## src/rtl/rr_arb_mux.sv

```systemverilog
// rtl/rr_arb_mux.sv - N:1 round-robin or fixed-priority arbiter feeding a single registered output beat
module rr_arb_mux #(
  parameter int WIDTH = 16,
  parameter int N = 16,
  parameter int RR = 1,
  localparam int SW = $clog2(N)
) (
  input  logic               clk,
  input  logic               reset,
  input  logic [N-1:0]       in_valid,
  input  logic [N*WIDTH-1:0] in_data,
  output logic [N-1:0]       in_ready,
  input  logic               force_en,
  input  logic [SW-1:0]      force_sel,
  output logic               out_valid,
  output logic [WIDTH-1:0]   out_data,
  output logic [SW-1:0]      out_sel,
  input  logic               out_ready
);

  logic [N-1:0]     elig;
  logic             load_en;
  logic             found;
  logic             grant;
  logic [SW-1:0]    base;
  logic [SW-1:0]    idx;
  logic [SW-1:0]    g;

  logic [SW-1:0]    ptr_q, ptr_d;
  logic             out_valid_q, out_valid_d;
  logic [WIDTH-1:0] out_data_q, out_data_d;
  logic [SW-1:0]    out_sel_q, out_sel_d;

  always_comb begin
    elig = in_valid;
    if (force_en) begin
      elig = '0;
      elig[force_sel] = in_valid[force_sel];
    end
  end

  assign load_en = !out_valid_q || out_ready;

  // N is a power of two, so adding to the pointer wraps naturally at SW bits.
  always_comb begin
    base  = (RR != 0) ? ptr_q : '0;
    g     = '0;
    idx   = '0;
    found = 1'b0;
    for (int k = 0; k < N; k++) begin
      idx = base + SW'(k);
      if (!found && elig[idx]) begin
        g     = idx;
        found = 1'b1;
      end
    end
  end

  // in_ready is derived only from valid/force/state, never from in_data.
  assign grant = load_en && found && !reset;

  always_comb begin
    in_ready = '0;
    if (grant) in_ready[g] = 1'b1;
  end

  always_comb begin
    ptr_d       = ptr_q;
    out_valid_d = grant || (out_valid_q && !out_ready);
    out_data_d  = out_data_q;
    out_sel_d   = out_sel_q;
    if (grant) begin
      if (RR != 0) ptr_d = g + 1'b1;
      out_data_d = in_data[int'(g)*WIDTH +: WIDTH];
      out_sel_d  = g;
    end
  end

  always_ff @(posedge clk or posedge reset) begin
    if (reset) begin
      ptr_q       <= '0;
      out_valid_q <= 1'b0;
      out_data_q  <= '0;
      out_sel_q   <= '0;
    end else begin
      ptr_q       <= ptr_d;
      out_valid_q <= out_valid_d;
      out_data_q  <= out_data_d;
      out_sel_q   <= out_sel_d;
    end
  end

  assign out_valid = out_valid_q;
  assign out_data  = out_data_q;
  assign out_sel   = out_sel_q;

endmodule

```

## config.mk

```make
export PLATFORM = sky130hd
export DESIGN_NAME = rr_arb_mux
export DESIGN_NICKNAME = d
export VERILOG_FILES = /design/src/rtl/rr_arb_mux.sv
export SDC_FILE = /design/constraint.sdc
export NUM_CORES = 1
export LEC_CHECK = 0
export CAP_MARGIN = 30
export CELL_PAD_IN_SITES_DETAIL_PLACEMENT = 1
export CELL_PAD_IN_SITES_GLOBAL_PLACEMENT = 1
export CORE_UTILIZATION = 29
export CTS_CLUSTER_DIAMETER = 60
export CTS_CLUSTER_SIZE = 12
export DETAILED_ROUTE_END_ITERATION = 6
export PLACE_DENSITY_LB_ADDON = 0.15
export SLEW_MARGIN = 20
export SYNTH_ARGS = -nofsm -noshare
export SYNTH_HDL_FRONTEND = slang
export SYNTH_SLANG_ARGS = --single-unit
```

## constraint.sdc

```tcl
create_clock -name clk -period 9.6 [get_ports clk]
set_input_delay 2.88 -clock clk [delete_from_list [all_inputs] [get_ports clk]]
set_output_delay 2.88 -clock clk [all_outputs]
set_load 0.02 [all_outputs]
```

==> results.json <==
{
  "outcome": "finished clean",
  "synth_edf_count": 0,
  "synth_seq_cells": 25,
  "drt-total-wl_mm": 32.80,
  "clockBufferDepth": 2,
  "coreArea_sq_um": 20490,
  "final_layout_size_suffix_gt1_frac": 0.2483,
  "synth_common_cells": "mux2i_1 (137), nand2_1 (84), a21oi_1 (53), nor2_1 (42), clkbuf_1 (30)",
  "grt_usage": 0.2930,
  "gr-total-overflow": 0,
  "yosys-top-cells-area": "mux2i_1 (22%), dfrtp_1 (10%), mux4_2 (9.2%)",
  "root_buffer": "clkbuf_16",
  "row_count": 52,
  "synthFlopType": "dfrtp_1",
  "clkTransAtPathRegs_ps": 70,
  "placed_area_sq_um": 10370,
  "required_ps": 6720,
  "numClockSinks": 25,
  "drtIter0Drc": 444,
  "synth_top_area_cell": "mux2i_1",
  "first_pass_iters": 5,
  "viasPerCell": 5.618,
  "crit_start": "force_sel[2]",
  "cpMostUsedCell": "buf_4",
  "crit_path_max_fanout": 8,
  "synthCells": 741,
  "crit_type": "input port to primary output",
  "syn_area_sq_um": 6140,
  "syn2layout_area_growth_pct": 77.52,
  "ys_warn_count": 0,
  "vias": 8039,
  "hp-class": "flip-flop to flip-flop",
  "skew_ps": 5.526,
  "synthArstFlopShare": 1.000,
  "synth_top_area_share": 0.2234,
  "fin_crit_ps": 9516,
  "cts_tree": "built",
  "cp-end-kind": "primary output",
  "initial_core_util": 0.2996,
  "drc": 0,
  "finalHoldViolCount": 0,
  "clock.fmax_mhz": 105.1,
  "pin_count": 317,
  "setup_violations": 0,
  "rr_startpoint": "base[1]",
  "syn_area_per_cell_sq_um": 8.286,
  "ctsHoldBuffers": 0,
  "yosysUniqueCellTypes": 87,
  "port-buffer-count": 316,
  "slew_headroom": 0.4020,
  "cp_slowest_cell": "or4b_4",
  "routedWlPerCell_um": 22.92,
  "fillers": 2430,
  "cp_top_family": "buffers and inverters",
  "final_cell_area_sq_um": 10900,
  "die_area_sq_um": 21760,
  "slew_viol_final": 0,
  "grt_pass1_vias": 8453,
  "path_buf_inv": 8,
  "place_congestion": 0.9354,
  "tightest_slew_ps": 896.9,
  "grt_pass1_wl_mm": 49.00,
  "start_kind": "input port",
  "drv_cap": 0,
  "die_w_um": 147.5,
  "antenna_found_initial": 5,
  "worstPathArrival_ps": 6640,
  "synth.most_common_cell": "mux2i_1",
  "max_stage_delay_ps": 560,
  "die_h_um": 147.5,
  "synth_nets": 1032,
  "cts_buffers": 3,
  "ys_seq_area_frac": 0.1019,
  "min-delay-start": "out_sel[0]",
  "grt_max_degree": 54,
  "period_share": 0.9912,
  "multi_input_area_sq_um": 5490,
  "fin_nets": 1448,
  "ff_latch_area_sq_um": 625.6,
  "worstSkewPairLatency_ps": 260,
  "ant_nets": 0,
  "crit_chain": "clkbuf_4 > or4b_4 > a21bo_4 > buf_4 > mux4_2 > mux2i_4 > buf_6 > a21oi_4 > nand4_1 > buf_4 > buf_6 > nor3_4 > buf_4 > a2111oi_4 > a31oi_4 > buf_6 > ha_2 > and3_1 > buf_4",
  "hpwl_mm": 26.71,
  "cts_max_level": 1
}
## layer usage
layer,up-vias,share of wire,GRT usage
met5,-,0,0
met4,0,0.029,0.1031
met3,56,0.059,0.04568
met2,289,0.53,0.5380
met1,3938,0.38,0.3425
li1,3756,-,-
## tightest hold or removal path, delay by kind of cell, from the launching register on
kind            cells  cell delay, ps
compound gates      1              70
flops               1             350
simple gates        1              50
## stage by stage
stage	setup TNS, ps	std cells	hold WS [ps]	util	setup WS [ps]
4_1_cts	0	1417	506.1	0.5247	2.336
6_report	0	1431	503.1	0.5318	84.37
3_3_place_gp	-18270	1404	462.3	0.5051	-1232
5_1_grt	-15.48	1431	548.5	0.5318	-8.487
3_5_place_dp	-18540	1405	491.7	0.5059	-1246
2_1_floorplan	0	741	590.0	-	347.3
## logic make-up (layout without fill, tap and decap cells)
kind of cell,Yosys count,in the layout,synth area share
buffers and inverters,77,492,0.06623
and+or+nand+nor,226,226,0.1948
AOI/OAI and AO/OA,215,215,0.2568
adders and majority gates,11,11,0.02242
other,0,5,0
xor gates and xnor gates,12,12,0.01712
muxes,175,175,0.3407
DFF,25,25,0.1019
## path summary, 6_finish.rpt
kind | endpoint | slack [ps] | cells after the start
worst max-delay path | in_ready[1] | 80 | 19
worst min-delay path | out_sel[0] | 500 | 2
worst max register to register | out_data[7] | 3130 | 20
worst min register to register | out_sel[0] | 500 | 2
max in group asynchronous | out_data[4] | 6350 | 3
min in group asynchronous | out_data[11] | 2990 | 3
## what timing repair did
item	in CTS	in global routing
pin swaps	12	12
gates cloned	1	0
setup buffers	7	8
hold endpoints to repair	0	0
gates resized for setup	135	37
endpoints found under the setup margin	16	16
## area by class of cell
class / instances / area share
tap: 270 / 0.03100
timing repair buffer: 472 / 0.3933
clock buffer: 4 / 0.007232
multi-input combinational: 639 / 0.5037
sequential: 25 / 0.05740
antenna: 5 / 0.001148
inverter: 16 / 0.006199
## registers in the layout, indices dropped and copies added (netlist names)
| register | cells |
|---|---|
| out_data | 16 |
| out_valid | 1 |
| out_sel | 4 |
| base | 4 |
## layout by cell type, fill, tap and decap left out, drive strengths merged, types with 4 or more instances in the layout
cell / synthesis / routed
clkdlybuf4s50: 0 / 295
buf: 31 / 173
mux2i: 140 / 140
nand2: 84 / 84
a21oi: 54 / 54
nor2: 42 / 42
o21ai: 27 / 27
mux4: 25 / 25
dfrtp: 25 / 25
and3: 19 / 19
a32oi: 18 / 18
a221oi: 17 / 17
inv: 15 / 15
nor3: 11 / 11
ha: 11 / 11
mux2: 10 / 10
nor4: 10 / 10
xnor2: 9 / 9
nand2b: 9 / 9
o211ai: 8 / 8
nand4: 8 / 8
a211oi: 8 / 8
nand3: 8 / 8
a21o: 8 / 8
a22oi: 8 / 8
clkbuf: 30 / 8
and2: 7 / 7
o211a: 6 / 6
diode: 0 / 5
a311oi: 5 / 5
a41oi: 5 / 5
nand4bb: 4 / 4
nor4b: 4 / 4
a31oi: 4 / 4
a21boi: 4 / 4
a2111oi: 4 / 4
Power is not shown: default switching activity piles up to over one toggle a cycle in this logic, so the estimate is an artifact.
